[src/rtl/cpu_loader_pkg.sv]
// cpu_loader_pkg
// Shared types and address-map constants for the AHB CPU loader.
//   region_e  : decoded target of an AHB access (IM, DM, RF, CSR, error)
//   state_e   : bus-response FSM states
//   decode_region() : maps a byte address to a region. The CYCLE CSR
//                     only decodes when the caller enables it.
// Optional feature macro used by the top: CPU_LOADER_CYCLE_EN.
package cpu_loader_pkg;

    typedef enum logic [2:0] {R_IM, R_DM, R_RF, R_CSR, R_ERR} region_e;
    typedef enum logic [1:0] {S_IDLE, S_RD_WAIT, S_ERR1, S_ERR2} state_e;

    localparam logic [15:0] IM_BASE  = 16'h0000;
    localparam logic [15:0] DM_BASE  = 16'h2000;
    localparam logic [15:0] RF_BASE  = 16'h4000;
    localparam logic [15:0] CSR_BASE = 16'h8000;

    // CSR word offsets within the CSR page (haddr[3:2])
    localparam logic [1:0] CSR_CTRL   = 2'd0;
    localparam logic [1:0] CSR_STATUS = 2'd1;
    localparam logic [1:0] CSR_CYCLE  = 2'd2;

    localparam logic [1:0] HTRANS_IDLE   = 2'b00;
    localparam logic [1:0] HTRANS_NONSEQ = 2'b10;
    localparam logic [1:0] HTRANS_SEQ    = 2'b11;
    localparam logic [2:0] HSIZE_WORD    = 3'b010;

    function automatic region_e decode_region(input logic [15:0] addr, input logic cycle_en);
        region_e r;
        r = R_ERR;
        // Only word-aligned addresses map to anything.
        if (addr[1:0] == 2'b00) begin
            if (addr[15:13] == IM_BASE[15:13]) begin
                r = R_IM;
            end else if (addr[15:13] == DM_BASE[15:13]) begin
                r = R_DM;
            end else if (addr[15:7] == RF_BASE[15:7]) begin
                r = R_RF;
            end else if (addr[15:4] == CSR_BASE[15:4]) begin
                if (addr[3:2] == CSR_CTRL || addr[3:2] == CSR_STATUS ||
                    (cycle_en && addr[3:2] == CSR_CYCLE)) begin
                    r = R_CSR;
                end
            end
        end
        return r;
    endfunction

endpackage

[src/rtl/ahb_cpu_loader_if.sv]
// ahb_cpu_loader_if
// AHB-Lite bus signals between the host (master) and the CPU loader (slave).
//   master drives: hsel, haddr, htrans, hwrite, hsize, hwdata, hready
//   slave drives : hreadyout, hresp, hrdata
interface ahb_cpu_loader_if;
    logic        hsel;
    logic [15:0] haddr;
    logic [1:0]  htrans;
    logic        hwrite;
    logic [2:0]  hsize;
    logic [31:0] hwdata;
    logic        hready;
    logic        hreadyout;
    logic        hresp;
    logic [31:0] hrdata;

    modport master (
        output hsel, haddr, htrans, hwrite, hsize, hwdata, hready,
        input  hreadyout, hresp, hrdata
    );

    modport slave (
        input  hsel, haddr, htrans, hwrite, hsize, hwdata, hready,
        output hreadyout, hresp, hrdata
    );
endinterface

[src/rtl/cpu_cycle_counter.sv]
// cpu_cycle_counter
// 32-bit free-running cycle counter with synchronous load.
//   clk, rst   : clock, synchronous active-high reset (count -> 0)
//   enable     : count up by one per cycle (wraps 0xFFFFFFFF -> 0)
//   load       : load load_value this cycle (takes priority over enable)
//   load_value : value to load
//   count      : current count
// Instantiated by ahb_cpu_loader only when CPU_LOADER_CYCLE_EN is defined.
module cpu_cycle_counter (
    input  logic        clk,
    input  logic        rst,
    input  logic        enable,
    input  logic        load,
    input  logic [31:0] load_value,
    output logic [31:0] count
);
    logic [31:0] count_reg;

    always_ff @(posedge clk) begin
        if (rst) begin
            count_reg <= '0;
        end else if (load) begin
            count_reg <= load_value;
        end else if (enable) begin
            count_reg <= count_reg + 32'd1;
        end
    end

    assign count = count_reg;
endmodule

[src/rtl/ahb_cpu_loader.sv]
// ahb_cpu_loader
// AHB-Lite slave that lets a host load/read the CPU's instruction and data
// memories, read its register file, and control its run/hold reset.
//   clk, rst        : clock, synchronous active-high reset
//   bus             : AHB-Lite slave port (ahb_cpu_loader_if.slave)
//   cpu_rstn        : CPU reset (active low), equals CTRL.run
//   ahb_im_*        : IM debug port (addr/din/wen out, dout in, sync read)
//   ahb_dm_*        : DM debug port (addr/din/wen out, dout in, sync read)
//   ahb_rf_*        : RF debug read port (addr out, data in, sync read)
// Define CPU_LOADER_CYCLE_EN to add the CYCLE counter CSR at 0x8008;
// without it that address answers with ERROR.
module ahb_cpu_loader
    import cpu_loader_pkg::*;
#(
    parameter int MEM_AW  = 11,
    parameter int RF_AW   = 5,
    parameter bit RST_RUN = 1'b0
) (
    input  logic              clk,
    input  logic              rst,
    ahb_cpu_loader_if.slave   bus,
    output logic              cpu_rstn,
    output logic [MEM_AW-1:0] ahb_im_addr,
    output logic [31:0]       ahb_im_din,
    output logic              ahb_im_wen,
    input  logic [31:0]       ahb_im_dout,
    output logic [MEM_AW-1:0] ahb_dm_addr,
    output logic [31:0]       ahb_dm_din,
    output logic              ahb_dm_wen,
    input  logic [31:0]       ahb_dm_dout,
    output logic [RF_AW-1:0]  ahb_rf_addr,
    input  logic [31:0]       ahb_rf_data
);
`ifdef CPU_LOADER_CYCLE_EN
    localparam bit CYCLE_EN = 1'b1;
`else
    localparam bit CYCLE_EN = 1'b0;
`endif

    state_e            state_reg, state_next;
    region_e           region, rd_region_reg;
    logic              ready, accept, illegal, mem_write, run_eff;
    logic              run_reg, wr_blocked_reg;
    logic              im_wr_reg, dm_wr_reg, csr_wr_reg, csr_rd_reg, rd_done_reg;
    logic [1:0]        csr_off_reg;
    logic [MEM_AW-1:0] im_addr_reg, dm_addr_reg;
    logic [RF_AW-1:0]  rf_addr_reg;
    logic [31:0]       cycle_count;
    logic [31:0]       rdata;

    // The slave is ready in every state except the two stall cycles, so an
    // address phase can only land in IDLE or in the last cycle of an error.
    assign ready  = !(state_reg == S_RD_WAIT || state_reg == S_ERR1);
    assign accept = bus.hsel & bus.hready & bus.htrans[1] & ready;
    assign region = decode_region(bus.haddr, CYCLE_EN);

    // A CTRL write still in its data phase has not reached run_reg yet;
    // forward it so a back-to-back IM/DM write sees the new run value.
    assign run_eff   = (csr_wr_reg && csr_off_reg == CSR_CTRL) ? bus.hwdata[0] : run_reg;
    assign mem_write = bus.hwrite && (region == R_IM || region == R_DM);
    assign illegal   = (region == R_ERR) || (bus.hsize != HSIZE_WORD) ||
                       (bus.hwrite && region == R_RF) || (mem_write && run_eff);

    always_ff @(posedge clk) begin
        if (rst) begin
            state_reg <= S_IDLE;
        end else begin
            state_reg <= state_next;
        end
    end

    always_comb begin
        state_next = state_reg;
        case (state_reg)
            S_RD_WAIT: state_next = S_IDLE;
            S_ERR1:    state_next = S_ERR2;
            default: begin
                state_next = S_IDLE;
                if (accept) begin
                    if (illegal) begin
                        state_next = S_ERR1;
                    end else if (!bus.hwrite && region != R_CSR) begin
                        state_next = S_RD_WAIT;
                    end
                end
            end
        endcase
    end

    always_ff @(posedge clk) begin
        if (rst) begin
            im_wr_reg      <= 1'b0;
            dm_wr_reg      <= 1'b0;
            csr_wr_reg     <= 1'b0;
            csr_rd_reg     <= 1'b0;
            rd_done_reg    <= 1'b0;
            rd_region_reg  <= R_IM;
            csr_off_reg    <= '0;
            im_addr_reg    <= '0;
            dm_addr_reg    <= '0;
            rf_addr_reg    <= '0;
            run_reg        <= RST_RUN;
            wr_blocked_reg <= 1'b0;
        end else begin
            im_wr_reg   <= accept && !illegal && bus.hwrite && region == R_IM;
            dm_wr_reg   <= accept && !illegal && bus.hwrite && region == R_DM;
            csr_wr_reg  <= accept && !illegal && bus.hwrite && region == R_CSR;
            csr_rd_reg  <= accept && !illegal && !bus.hwrite && region == R_CSR;
            rd_done_reg <= (state_reg == S_RD_WAIT);
            if (accept) begin
                rd_region_reg <= region;
                csr_off_reg   <= bus.haddr[3:2];
            end
            if (accept && !illegal && region == R_IM) im_addr_reg <= bus.haddr[MEM_AW+1:2];
            if (accept && !illegal && region == R_DM) dm_addr_reg <= bus.haddr[MEM_AW+1:2];
            if (accept && !illegal && region == R_RF) rf_addr_reg <= bus.haddr[RF_AW+1:2];
            if (csr_wr_reg && csr_off_reg == CSR_CTRL) run_reg <= bus.hwdata[0];
            // Setting a new block wins over a simultaneous write-1-to-clear.
            if (accept && mem_write && run_eff) begin
                wr_blocked_reg <= 1'b1;
            end else if (csr_wr_reg && csr_off_reg == CSR_STATUS && bus.hwdata[0]) begin
                wr_blocked_reg <= 1'b0;
            end
        end
    end

`ifdef CPU_LOADER_CYCLE_EN
    cpu_cycle_counter u_cycle_counter (
        .clk        (clk),
        .rst        (rst),
        .enable     (run_reg),
        .load       (csr_wr_reg && csr_off_reg == CSR_CYCLE),
        .load_value (bus.hwdata),
        .count      (cycle_count)
    );
`else
    assign cycle_count = '0;
`endif

    // Memory read data is returned the cycle after RD_WAIT; CSR reads are
    // served from live registers in their data phase.
    always_comb begin
        rdata = '0;
        if (rd_done_reg) begin
            case (rd_region_reg)
                R_IM:    rdata = ahb_im_dout;
                R_DM:    rdata = ahb_dm_dout;
                R_RF:    rdata = ahb_rf_data;
                default: rdata = '0;
            endcase
        end else if (csr_rd_reg) begin
            case (csr_off_reg)
                CSR_CTRL:   rdata = {31'd0, run_reg};
                CSR_STATUS: rdata = {30'd0, run_reg, wr_blocked_reg};
                CSR_CYCLE:  rdata = cycle_count;
                default:    rdata = '0;
            endcase
        end
    end

    assign bus.hreadyout = ready;
    assign bus.hresp     = (state_reg == S_ERR1 || state_reg == S_ERR2);
    assign bus.hrdata    = rdata;
    assign cpu_rstn      = run_reg;

    // Write enables are masked by rst so a write caught by reset in its
    // data phase never reaches the memory.
    assign ahb_im_wen  = im_wr_reg & ~rst;
    assign ahb_dm_wen  = dm_wr_reg & ~rst;
    assign ahb_im_din  = im_wr_reg ? bus.hwdata : '0;
    assign ahb_dm_din  = dm_wr_reg ? bus.hwdata : '0;
    assign ahb_im_addr = im_addr_reg;
    assign ahb_dm_addr = dm_addr_reg;
    assign ahb_rf_addr = rf_addr_reg;
endmodule

[src/flat_wrapper.sv]
// flat-port wrapper written by rule: the top's interface ports become plain ports
module ahb_cpu_loader_flat import cpu_loader_pkg::*;
#(
    parameter int MEM_AW  = 11,
    parameter int RF_AW   = 5,
    parameter bit RST_RUN = 1'b0
)
  (clk, rst, cpu_rstn, ahb_im_addr, ahb_im_din, ahb_im_wen, ahb_im_dout, ahb_dm_addr, ahb_dm_din, ahb_dm_wen, ahb_dm_dout, ahb_rf_addr, ahb_rf_data, bus_hsel, bus_haddr, bus_htrans, bus_hwrite, bus_hsize, bus_hwdata, bus_hready, bus_hreadyout, bus_hresp, bus_hrdata);
  ahb_cpu_loader_if bus_i ();
  input  logic clk;
  input  logic rst;
  output logic cpu_rstn;
  output logic [MEM_AW-1:0] ahb_im_addr;
  output logic [31:0] ahb_im_din;
  output logic ahb_im_wen;
  input  logic [31:0] ahb_im_dout;
  output logic [MEM_AW-1:0] ahb_dm_addr;
  output logic [31:0] ahb_dm_din;
  output logic ahb_dm_wen;
  input  logic [31:0] ahb_dm_dout;
  output logic [RF_AW-1:0] ahb_rf_addr;
  input  logic [31:0] ahb_rf_data;
  input wire logic [$bits(bus_i.hsel)-1:0] bus_hsel;
  input wire logic [$bits(bus_i.haddr)-1:0] bus_haddr;
  input wire logic [$bits(bus_i.htrans)-1:0] bus_htrans;
  input wire logic [$bits(bus_i.hwrite)-1:0] bus_hwrite;
  input wire logic [$bits(bus_i.hsize)-1:0] bus_hsize;
  input wire logic [$bits(bus_i.hwdata)-1:0] bus_hwdata;
  input wire logic [$bits(bus_i.hready)-1:0] bus_hready;
  output wire logic [$bits(bus_i.hreadyout)-1:0] bus_hreadyout;
  output wire logic [$bits(bus_i.hresp)-1:0] bus_hresp;
  output wire logic [$bits(bus_i.hrdata)-1:0] bus_hrdata;
  assign bus_i.hsel = bus_hsel;
  assign bus_i.haddr = bus_haddr;
  assign bus_i.htrans = bus_htrans;
  assign bus_i.hwrite = bus_hwrite;
  assign bus_i.hsize = bus_hsize;
  assign bus_i.hwdata = bus_hwdata;
  assign bus_i.hready = bus_hready;
  assign bus_hreadyout = bus_i.hreadyout;
  assign bus_hresp = bus_i.hresp;
  assign bus_hrdata = bus_i.hrdata;
  ahb_cpu_loader #(.MEM_AW(MEM_AW), .RF_AW(RF_AW), .RST_RUN(RST_RUN)) u_core (.clk(clk), .rst(rst), .bus(bus_i), .cpu_rstn(cpu_rstn), .ahb_im_addr(ahb_im_addr), .ahb_im_din(ahb_im_din), .ahb_im_wen(ahb_im_wen), .ahb_im_dout(ahb_im_dout), .ahb_dm_addr(ahb_dm_addr), .ahb_dm_din(ahb_dm_din), .ahb_dm_wen(ahb_dm_wen), .ahb_dm_dout(ahb_dm_dout), .ahb_rf_addr(ahb_rf_addr), .ahb_rf_data(ahb_rf_data));
endmodule
[config.mk]
export PLATFORM = sky130hd
export DESIGN_NAME = ahb_cpu_loader_flat
export DESIGN_NICKNAME = d
export VERILOG_FILES = /design/src/rtl/cpu_loader_pkg.sv /design/src/rtl/ahb_cpu_loader_if.sv /design/src/rtl/cpu_cycle_counter.sv /design/src/rtl/ahb_cpu_loader.sv /design/src/flat_wrapper.sv
export SDC_FILE = /design/constraint.sdc
export NUM_CORES = 1
export LEC_CHECK = 0
export BUFFER_PORTS_ARGS = -buffer_cell sky130_fd_sc_hd__buf_2
export CAP_MARGIN = 20
export CORE_UTILIZATION = 25
export CTS_CLUSTER_SIZE = 16
export DETAILED_ROUTE_END_ITERATION = 10
export HOLD_SLACK_MARGIN = 0.15
export PLACE_DENSITY = 0.6
export SYNTH_ARGS = -nofsm -noshare
export SYNTH_HDL_FRONTEND = slang
export SYNTH_SLANG_ARGS = --single-unit
[constraint.sdc]
create_clock -name clk -period 2.2 [get_ports clk]
set_input_delay 0.22 -clock clk [delete_from_list [all_inputs] [get_ports clk]]
set_output_delay 0.22 -clock clk [all_outputs]
set_load 0.01 [all_outputs]
* Word-level counts from Yosys, hierarchy flattened *
Index checks and enable logic that the tools add are counted.

word-level totals
  register bits after elaboration = 41
  bits of input ports = 154
  output and inout bits = 128

cells by class
  eq/ne operators = 16
  muxes and demuxes = 19
  bitwise logic cells = 6
  reductions and logical operators = 36

operator list
  cell                                            number
  two-way mux 32 bit                              4
  one-hot mux 32 bit (3 select lines)             1
  logical AND 1 bit                               19
  two-way mux 3 bit                               6
  == test 12 bit (second input constant)          1
  == test 3 x 1 -> 1 bit (second input constant)  3
  == test 3 x 2 -> 1 bit (second input constant)  3
  == test 9 x 8 -> 1 bit (second input constant)  1
  logical NOT 3 bit                               3
  one-hot mux 2 bit (2 select lines)              2
  logical OR 1 bit                                7
  == test 2 x 1 -> 1 bit (second input constant)  3
  logical NOT 2 bit                               3
  != test 3 x 2 -> 1 bit (second input constant)  2
  bitwise AND 1 bit                               5
  == test 2 bit (second input constant)           2
  two-way mux 1 bit                               4
  two-way mux 2 bit                               2
  == test 3 bit (second input constant)           1
  logical NOT 1 bit                               3
  nonzero test 2 bit                              1
  inverter 1 bit                                  1

* Longest topological paths before layout *
  word-level depth = 17
  gate-level depth with buffers = 8
  mapped depth without buffers = 6

* Least setup slack after synthesis *
Ideal clock, no wire load.

  path type = flip-flop to flip-flop
  from = register u_core.state_reg[0]
  to = register u_core.im_addr_reg[0] (netlist: u_core.ahb_im_addr[0])
  library setup time = 0.071 ns
  arrival = 1.776 ns
  setup slack = 0.353 ns
  cell stages (with the launch flop) = 9
  period minus slack after synthesis = 1.847 ns
  cells stage by stage = dfxtp_1 > inv_1 > ha_1 > and4_1 > buf_4 > and2_0 > clkbuf_1 > nand4_1 > a21oi_1

on the way
  word-level cells in the longest chain between the ends = 6
  elaborated cells on any way between the ends = 7

ends and longest elaborated chain
  what                                                            line                   text
  from (decl)                                                     ahb_cpu_loader.sv:40   state_e state_reg, state_next;
  from (signal assigned)                                          ahb_cpu_loader.sv:68   state_reg <= state_next;
  == test 2 x 1 -> 1 bit / == test 2 bit (equally long branches)  ahb_cpu_loader.sv:53   assign ready = !(state_reg == S_RD_WAIT || state_reg == S_ERR1);
  logical OR 1 bit *                                              ahb_cpu_loader.sv:53
  logical NOT 1 bit *                                             ahb_cpu_loader.sv:53
  via bus_hreadyout                                               flat_wrapper.sv:30     output wire logic [$bits(bus_i.hreadyout)-1:0] bus_hreadyout;
  bitwise AND 1 bit *                                             ahb_cpu_loader.sv:54   assign accept = bus.hsel & bus.hready & bus.htrans[1] & ready;
  logical AND 1 bit * (2 in series)                               ahb_cpu_loader.sv:114  if (accept && !illegal && region == R_IM) im_addr_reg <= bus.haddr[MEM_AW+1:2];
  to (signal assigned)                                            ahb_cpu_loader.sv:114
  to (decl)                                                       ahb_cpu_loader.sv:46   logic [MEM_AW-1:0] im_addr_reg, dm_addr_reg;

Mark *: on every way through the listed nets, which the timed path passes. The rest lies on a longest branch.
A chain may end at the register's enable or synchronous reset.

* Worst setup path in the final report *
  from = register u_core.rd_region_reg[1]
  to = output bus_hrdata[0]

on the way
  word-level cells in the longest chain between the ends = 3
  elaborated cells on any way between the ends = 5

ends and longest elaborated chain
  what                                            line                   text
  from (decl)                                     ahb_cpu_loader.sv:41   region_e region, rd_region_reg;
  from (signal assigned)                          ahb_cpu_loader.sv:111  rd_region_reg <= region;
  == test 3 x 2 -> 1 bit (tied with other cells)  ahb_cpu_loader.sv:145  case (rd_region_reg)
  one-hot mux 32 bit (3 select lines) *           ahb_cpu_loader.sv:145
  two-way mux 32 bit *                            ahb_cpu_loader.sv:144  if (rd_done_reg) begin
  to (decl)                                       flat_wrapper.sv:32     output wire logic [$bits(bus_i.hrdata)-1:0] bus_hrdata;

Every way passes the cells marked *; elsewhere a longest branch is shown, timed or not.

==> out/results.ini <==
[sta]
clock_skew_ns = 0.00372
min_period_ns = 2.06
final.setup.worst_slack_ns = 0.144
relSlewSlack_pct = 55.7
clock.fmax_mhz = 486
timing.final.crit_share_pct = 93.5
fin_tns_setup_ns = 0
rsz0062_at_grt = false
hold_slack_ns = 0.229
slew_viol_final = 0
tightest_slew_ns = 0.665
hold_viol = 0
setup_viol = 0

[grt]
grt_pass1_wl_um = 18200
grt_pass1_vias = 3551
grt_remaining_overflow = 0
grt.total_usage_pct = 17.3
grt_max_degree = 41
antenna_found_initial = 1

[yosys]
synth_seq_area_share_pct = 26.1
synth_edf_count = 0
async_flop_share_pct = 0
syn_area_um2 = 3140
ys_types = 44
yosysWarnings = 0
synth_nets = 586
synth_seq_cells = 41
syn_inst = 429
avgSynthCellArea_um2 = 7.32
synthFlopType = dfxtp_1

[cts]
postCtsSetupBuffers = 0
ctsResizeCount = 0
cts.sinks = 41
clk_pin_slew_worst_paths_ns = 0.06
cts_tree = yes
numCtsBuffers = 5
htreeDepth = 2
clk-insertion-delay-late_ns = 0.28
cts_buffer_depth = 2
cts.hold.buffers_added = 0
root_buffer = clkbuf_16

[routing]
wl_per_cell_um = 14.1
via_count = 3926
vias_per_cell = 4.54
drt-total-wl_um = 12200
drc = 0
ant_nets = 0
first_pass_iters = 5
drtIter0Drc = 268

[cells_and_area]
nNetsFinal = 851
drive_gt1_share_pct = 45.8
area_growth_pct = 55.4
fin_cells = 864
final.fill_count = 1294
final_area_um2 = 4880

[floorplan]
dieArea_um2 = 13000
die_width_um = 114
initial_core_util_pct = 25.9
core_um2 = 12100
die_h_um = 114
std_cell_rows = 40
ios = 282

[worst_setup_path]
arrival_ns = 1.84
start_kind = flop
max_stage_delay_ns = 0.45
cp_slowest_cell = buf_4
cp-end-kind = output pin
path_buf_inv = 2
crit_chain = buf_4, mux2i_1, nor2_1, a21oi_1, o22ai_1, buf_2
cp_max_fo = 34
path_delay_family = buffers and inverters
required_ns = 1.98
crit_type = flop to output pin

[placed_design]
dp_hpwl_um = 9510
dpl_cell_area_um2 = 4700
place_congestion = 0.799
pre_cts_ws_ns = 0.299
dp_cells = 855
io_buffers = 280

[flow_run]
max-cap-violations = 0

[power]
p_leak_uw = 0.00244
p_per_area_nw_per_um2 = 390
ir_drop_mv = 0.436

[worst_hold_path]
min_path_type = input pin to flop

[run_status]
outcome = finished, final reports clean

cell usage in the layout (no fill, tap or decap), drive strengths merged, types with 2 or more instances in the layout:
cell type  instances
mux2i             40
nor2              72
buf              295
nand2             11
nor3b              3
o21ai             23
a21oi             59
or3                2
nand4b             2
nand4             24
o22ai              2
nand2b            13
or4                2
nor2b              4
inv                3
ha                 3
and2              66
dfxtp             41
nand3              2
clkbuf             7
nor3               5
nor4               3
stage by stage:
| step | util, % | total power (µW) |
|---|---|---|
| floorplan | - | 884 |
| global placement | 38.8 | 1070 |
| detailed placement | 38.8 | 1070 |
| CTS | 40.3 | 1920 |
| global route | 40.3 | 1980 |
| finish | 40.3 | 1900 |
power by group:
part	internal (µW)	total, µW	leakage [µW]	switching [µW]
sequential	746	749	0.000331	3.13
clock	567	851	0.0000841	284
combinational	152	304	0.00203	151
synthesized netlist by cell type (all sizes together) (3+ instances only):
cell    number  area share [%]
a21oi       59             9.4
and2        66              13
buf         14             2.5
clkbuf      23             2.7
dfxtp       41              26
ha           3             1.2
inv          3            0.36
mux2i       40              13
nand2       11             1.4
nand2b      13             2.6
nand4       24             4.8
nor2        72             8.6
nor2b        4            0.80
nor3         5            0.96
nor3b        3             1.0
nor4         3             2.0
o21ai       23             3.7
cell type report:
type	instances	area [µm²]	area share [%]
inverters	3	11.3	0.231
clock buffers	7	143	2.92
flip-flops and latches	41	822	16.8
clock inverters	1	30.0	0.615
diodes	1	2.50	0.0512
well taps	168	210	4.30
multi-input cells	348	2150	44.0
repair buffers	295	1510	31.0
worst register-to-register path: cells and delay by family, from the launching register on:
kind / cells / cell delay (ns)
flops: 1 / 0.36
fa+ha+maj: 1 / 0.31
compound gates: 1 / 0.17
simple gates: 3 / 0.64
buf+inv: 2 / 0.31
cell families (layout without fill, tap and decap cells):
family,after synthesis,in the layout,synth area share [%]
simple gates,214,214,38.7
buf+inv,40,306,5.66
fa+ha+maj,3,3,1.19
other cells,0,1,0
mux,41,41,13.1
flops,41,41,26.1
compound gates,90,90,15.2
path summary, 6_finish.rpt:
check,cells after the start,slack (ns),from,to
setup / recovery,6,0.14,u_core.rd_region_reg[1],bus_hrdata[0]
hold / removal,3,0.23,bus_haddr[2],u_core.csr_off_reg[0]
setup reg to reg,7,0.34,u_core.state_reg[0],u_core.ahb_im_addr[8]
hold reg to reg,2,0.47,u_core.ahb_dm_addr[8],u_core.ahb_dm_addr[8]
layer usage:
layer | global-route usage [%] | wire length [µm]
met1 | 21.3 | 5140
met2 | 31.4 | 6050
met3 | 3.18 | 849
met4 | 3.38 | 138
met5 | 0 | 0
Power figures use the tool's default switching activity.
